===== src/rtl/yc_sync_injector.sv =====
// Clocked host-side driver for one ycell fabric column. It takes a word over valid/ready,
// sends it LSB-first as dual-rail tokens using a 4-phase return-to-empty handshake, and
// returns the sampled result word over valid/ready.
// Latency: each phase takes at least SYNC+1 cycles, so a full word takes WIDTH*2*(SYNC+1) cycles.
// Backpressure: wr_ready is high only in IDLE. DONE holds rd_valid and rd_data until rd_ready,
// and no new word is accepted until the result has been taken.
// Ports:
//   clk, reset_n       clock and asynchronous active-low reset
//   wr_valid/ready/data  host word in, bit 0 is sent first
//   rd_valid/ready/data  result word out, bit i is the result of token i
//   busy, err, err_clr   busy is high when not IDLE; err is a sticky timeout or illegal-code flag
//   tok, ack, res        dual-rail token out, async ack echo in, async result in
module yc_sync_injector #(
   parameter int WIDTH   = 8,
   parameter int SYNC    = 2,
   parameter int TIMEOUT = 255
) (
   input  logic             clk,
   input  logic             reset_n,
   input  logic             wr_valid,
   output logic             wr_ready,
   input  logic [WIDTH-1:0] wr_data,
   output logic             rd_valid,
   input  logic             rd_ready,
   output logic [WIDTH-1:0] rd_data,
   output logic             busy,
   output logic             err,
   input  logic             err_clr,
   output logic [1:0]       tok,
   input  logic [1:0]       ack,
   input  logic [1:0]       res
);

   localparam logic [1:0] V_EMPTY = 2'b00;
   localparam logic [1:0] V_0     = 2'b01;
   localparam logic [1:0] V_1     = 2'b10;
   localparam logic [1:0] V_ILL   = 2'b11;

   localparam int IW = (WIDTH > 1) ? $clog2(WIDTH) : 1;
   localparam int TW = (TIMEOUT > 0) ? $clog2(TIMEOUT + 1) : 1;

   typedef enum logic [2:0] {
      S_FLUSH,
      S_IDLE,
      S_SEND,
      S_RTZ,
      S_DONE,
      S_ERR
   } state_t;

   state_t           state, state_nxt;
   logic [1:0]       tok_nxt;
   logic [IW-1:0]    idx, idx_nxt;
   logic [TW-1:0]    tmr, tmr_nxt;
   logic             err_nxt;
   logic [WIDTH-1:0] rd_data_nxt;
   logic [WIDTH-1:0] word, word_nxt;

   logic [1:0] ack_q [SYNC];
   logic [1:0] res_q [SYNC];
   logic [1:0] ack_s, res_s;
   logic       illegal, timed_out;

   // The ack chain resets to a non-empty code so FLUSH cannot mistake the
   // reset value for a drained fabric; FLUSH ignores illegal codes anyway.
   always_ff @(posedge clk or negedge reset_n) begin
      if (!reset_n) begin
         for (int i = 0; i < SYNC; i++) begin
            ack_q[i] <= V_ILL;
            res_q[i] <= V_EMPTY;
         end
      end else begin
         ack_q[0] <= ack;
         res_q[0] <= res;
         for (int i = 1; i < SYNC; i++) begin
            ack_q[i] <= ack_q[i-1];
            res_q[i] <= res_q[i-1];
         end
      end
   end

   assign ack_s = ack_q[SYNC-1];
   assign res_s = res_q[SYNC-1];

   assign illegal   = (state != S_FLUSH) && ((ack_s == V_ILL) || (res_s == V_ILL));
   assign timed_out = (TIMEOUT != 0) && ((state == S_SEND) || (state == S_RTZ)) &&
                      (tmr == TW'(TIMEOUT));

   always_comb begin
      state_nxt   = state;
      tok_nxt     = tok;
      idx_nxt     = idx;
      err_nxt     = err;
      rd_data_nxt = rd_data;
      word_nxt    = word;

      case (state)
         S_FLUSH: begin
            tok_nxt = V_EMPTY;
            if (ack_s == V_EMPTY) state_nxt = S_IDLE;
         end
         S_IDLE: begin
            if (wr_valid) begin
               word_nxt  = wr_data;
               tok_nxt   = wr_data[0] ? V_1 : V_0;
               idx_nxt   = '0;
               state_nxt = S_SEND;
            end
         end
         S_SEND: begin
            // A matching ack with res still empty keeps us waiting here.
            if ((ack_s == tok) && (res_s != V_EMPTY)) begin
               rd_data_nxt[idx] = (res_s == V_1);
               tok_nxt          = V_EMPTY;
               state_nxt        = S_RTZ;
            end
         end
         S_RTZ: begin
            if (ack_s == V_EMPTY) begin
               if (idx == IW'(WIDTH - 1)) begin
                  state_nxt = S_DONE;
               end else begin
                  idx_nxt   = idx + 1'b1;
                  tok_nxt   = word[idx + 1'b1] ? V_1 : V_0;
                  state_nxt = S_SEND;
               end
            end
         end
         S_DONE: begin
            if (rd_ready) state_nxt = S_IDLE;
         end
         S_ERR: begin
            tok_nxt = V_EMPTY;
            if (err_clr) state_nxt = S_FLUSH;
         end
         default: begin
            tok_nxt   = V_EMPTY;
            state_nxt = S_FLUSH;
         end
      endcase

      if (err_clr) err_nxt = 1'b0;

      // A new error overrides everything above, including a same-cycle err_clr.
      if (illegal || timed_out) begin
         err_nxt   = 1'b1;
         tok_nxt   = V_EMPTY;
         state_nxt = S_ERR;
      end

      if (state_nxt != state)
         tmr_nxt = '0;
      else if ((state == S_SEND) || (state == S_RTZ))
         tmr_nxt = tmr + 1'b1;
      else
         tmr_nxt = '0;
   end

   always_ff @(posedge clk or negedge reset_n) begin
      if (!reset_n) begin
         state   <= S_FLUSH;
         tok     <= V_EMPTY;
         idx     <= '0;
         tmr     <= '0;
         err     <= 1'b0;
         rd_data <= '0;
         word    <= '0;
      end else begin
         state   <= state_nxt;
         tok     <= tok_nxt;
         idx     <= idx_nxt;
         tmr     <= tmr_nxt;
         err     <= err_nxt;
         rd_data <= rd_data_nxt;
         word    <= word_nxt;
      end
   end

   assign wr_ready = (state == S_IDLE);
   assign rd_valid = (state == S_DONE);
   assign busy     = (state != S_IDLE);

endmodule


===== config.mk =====
export PLATFORM = sky130hd
export DESIGN_NAME = yc_sync_injector
export DESIGN_NICKNAME = d
export VERILOG_FILES = /design/src/rtl/yc_sync_injector.sv
export SDC_FILE = /design/constraint.sdc
export NUM_CORES = 1
export LEC_CHECK = 0
export CAP_MARGIN = 20
export CORE_ASPECT_RATIO = 1.75
export CORE_MARGIN = 2
export CORE_UTILIZATION = 45
export DETAILED_ROUTE_END_ITERATION = 16
export GPL_ROUTABILITY_DRIVEN = 1
export HOLD_SLACK_MARGIN = 0.02
export PLACE_DENSITY = 0.71
export SLEW_MARGIN = 20
export SYNTH_ARGS = -nofsm -noshare
export SYNTH_HDL_FRONTEND = slang
export SYNTH_SLANG_ARGS = --single-unit

===== constraint.sdc =====
create_clock -name clk -period 1.8 [get_ports clk]
set_input_delay 0.36 -clock clk [delete_from_list [all_inputs] [get_ports clk]]
set_output_delay 0.36 -clock clk [all_outputs]
set_load 0.01 [all_outputs]

==> results.json <==
{
  "switching_share": 0.321,
  "area_delta_synth_final_pct": 43.3,
  "initial_core_util": 0.459,
  "grt_antenna_before_repair": 0,
  "clock_latency_ns": 0.29,
  "ys_warn_count": 0,
  "start_kind": "register",
  "grt_max_degree": 42,
  "drtIter0Drc": 40,
  "vias": 1578,
  "track_usage": 0.193,
  "syn_area_um2": 1980,
  "fp.dieW_um": 54.2,
  "synth_cells": 170,
  "critical_path_required_ns": 1.98,
  "hpwl_um": 3230,
  "fin_crit_sh": 1.06,
  "p_per_area_nw_per_um2": 1380,
  "dieArea_um2": 4970,
  "status": "finished, violations left",
  "cts_root_buffer": "clkbuf_8",
  "grt_pass1_vias": 1642,
  "violations": "negative setup slack",
  "holdWs_ns": 0.107,
  "synth_ff_type": "dfrtp_1",
  "clkTransAtPathRegs_ns": 0.08,
  "startpoint": "state[2]",
  "synth_nets": 190,
  "h-tree-depth": 2,
  "pwr-share-clk": 0.224,
  "synth.area.top_cells": "dfrtp_1, mux2_2, dfstp_2",
  "p_leak_nw": 1.35,
  "r2r_start": "state[2]",
  "comb_power_share": 0.453,
  "drt-pass1-iter-count": 4,
  "hold_path.class": "in2async",
  "async_flop_share": 1.00,
  "num-nets-final": 254,
  "drc": 0,
  "p_switching_w": 0.00125,
  "netlist_top_cells_count": "dfrtp_1, mux2_2, nand2_1, nor2_1",
  "gp_congestion": 0.854,
  "worstPathMaxFanout": 4,
  "hold_buffers": 0,
  "ios": 31,
  "worst_slew_pin_slew_ns": 0.509,
  "cts_made_buffers": 5,
  "clock-sinks": 41,
  "max-vdd-ir-drop_mv": 0.884,
  "ys_seq_area_frac": 0.520,
  "dieHeight_um": 91.8,
  "finalSetupViolations": 15,
  "drv_cap": 0,
  "routed_via_density": 5.52,
  "ant_nets": 0,
  "cts_buffer_depth": 2,
  "rows": 32,
  "yosysTopAreaCell": "dfrtp_1",
  "worst_setup_path_end_kind": "register",
  "grt_pass1_wl_um": 7030,
  "crit_type": "reg2reg",
  "wl_per_cell_um": 15.5,
  "drt_wl_total_um": 4440,
  "layout-drive-gt1-share": 0.383,
  "r2r_cells": 7,
  "overflow": 0,
  "avgSynthCellArea_um2": 11.7,
  "max-slew-margin-rel": 0.661,
  "pre_cts_slack_ns": -0.218,
  "yosys.cell_count.top_type": "dfrtp_1",
  "synth_seq_cells": 41,
  "max_clock_freq_mhz": 525,
  "finalMaxSlewViolations": 0,
  "synth_top_area_share": 0.467,
  "cp.arrival_ns": 2.08,
  "post-route-min-period_ns": 1.90,
  "hold_violations": 0,
  "p_int_w": 0.00265,
  "p_seq_frac": 0.323,
  "synth-edff-count": 0,
  "rsz0062_at_grt": "true",
  "ys_types": 42,
  "worst_slack_ns": -0.104,
  "n_antenna_cell": 0,
  "io_buffers": 30,
  "coreArea_um2": 4320,
  "skew_ns": 0.00360,
  "cts_tree": "built"
}
## routing by layer
layer / part of all wire / routed length [um] / global-route usage / vias to the layer above
met1: 0.35 / 1550 / 0.183 / 804
met4: 0.031 / 136 / 0.0792 / 0
met2: 0.59 / 2600 / 0.363 / 33
met3: 0.033 / 147 / 0.0456 / 14
met5: 0 / 0 / 0 / -
li1: - / - / - / 727
## state kept, by name, summed over array words and instances, names as in the netlist
signal	cells
res_s	2
tmr	8
idx	3
word	8
rd_data	8
state	3
err	1
res_q	2
ack_s	2
tok	2
ack_q	2
## metrics by stage
stage / area (um^2) / TNS, ns / power (W) / utilization / std cells
5_1_grt: 2840 / -1.69 / 0.00413 / 0.657 / 286
2_1_floorplan: 1980 / 0 / 0.00212 / - / 170
3_5_place_dp: 2490 / -2.42 / 0.00270 / 0.575 / 269
3_3_place_gp: 2490 / -1.69 / 0.00265 / 0.575 / 269
6_report: 2840 / -0.691 / 0.00391 / 0.657 / 286
4_1_cts: 2750 / -0.633 / 0.00376 / 0.636 / 283
## area by class of cell
| class | count | area [um^2] |
|---|---|---|
| fillers | 339 | 1480 |
| inverters | 7 | 26.3 |
| multi-input cells | 114 | 1020 |
| clock inverters | 3 | 68.8 |
| clock buffers | 5 | 68.8 |
| repair buffers | 65 | 558 |
| flip-flops and latches | 41 | 1030 |
| well taps | 51 | 63.8 |
## layout by cell type, fill, tap and decap left out, drive strengths merged, types with 2 or more instances in the layout
cell type	n
a211o	2
a211oi	2
a21oi	3
and2	2
buf	38
bufinv	2
clkbuf	5
clkdlybuf4s50	26
dfrtp	37
dfstp	4
ha	3
inv	8
mux2	16
mux2i	5
nand2	11
nand2b	5
nand3	7
nand3b	2
nand4	2
nor2	11
nor2b	3
nor3	3
nor3b	3
o211a	7
o21ai	4
o21bai	2
or3	2
xnor2	3
xor2	5
## cells by family (layout without fill, tap and decap cells)
group | Yosys count | in the layout | synth area share
buffers and inverters | 15 | 80 | 0.0385
AOI/OAI and AO/OA | 27 | 27 | 0.115
xor gates and xnor gates | 8 | 8 | 0.0353
DFF | 41 | 41 | 0.520
muxes | 22 | 22 | 0.127
and+or+nand+nor | 54 | 54 | 0.145
adders and majority gates | 3 | 3 | 0.0189
## power groups by stage
stage               sequential (W)  combinational, W  clock [W]
finish                     0.00126           0.00177   0.000876
floorplan                  0.00125          0.000869          0
detailed placement         0.00127           0.00144          0
global route               0.00129           0.00192   0.000927
global placement           0.00126           0.00140          0
CTS                        0.00125           0.00160   0.000902
## timing repair
action                                  4_1_cts  5_1_grt
buffers inserted                              6        3
endpoints found under the setup margin       18       23
gates cloned                                  0        0
pin swaps                                     8        8
resized for setup                            25       18
## critical path, stage by stage (launching register included)
cell	delay, ns
dfrtp_1	0.39
buf_6	0.13
nand2b_4	0.14
nor4_2	0.31
buf_4	0.20
nand2b_4	0.09
nor3b_2	0.18
mux2_2	0.35
## final timing paths
kind                               to  slack [ns]
max in group asynchronous    ack_s[0]        1.31
hold / removal                    err        0.11
min in group clk             ack_s[0]        0.36
hold reg to reg              ack_s[0]        0.36
setup / recovery           rd_data[4]       -0.10
setup reg to reg           rd_data[4]       -0.10
(Power assumes the default switching activity.)
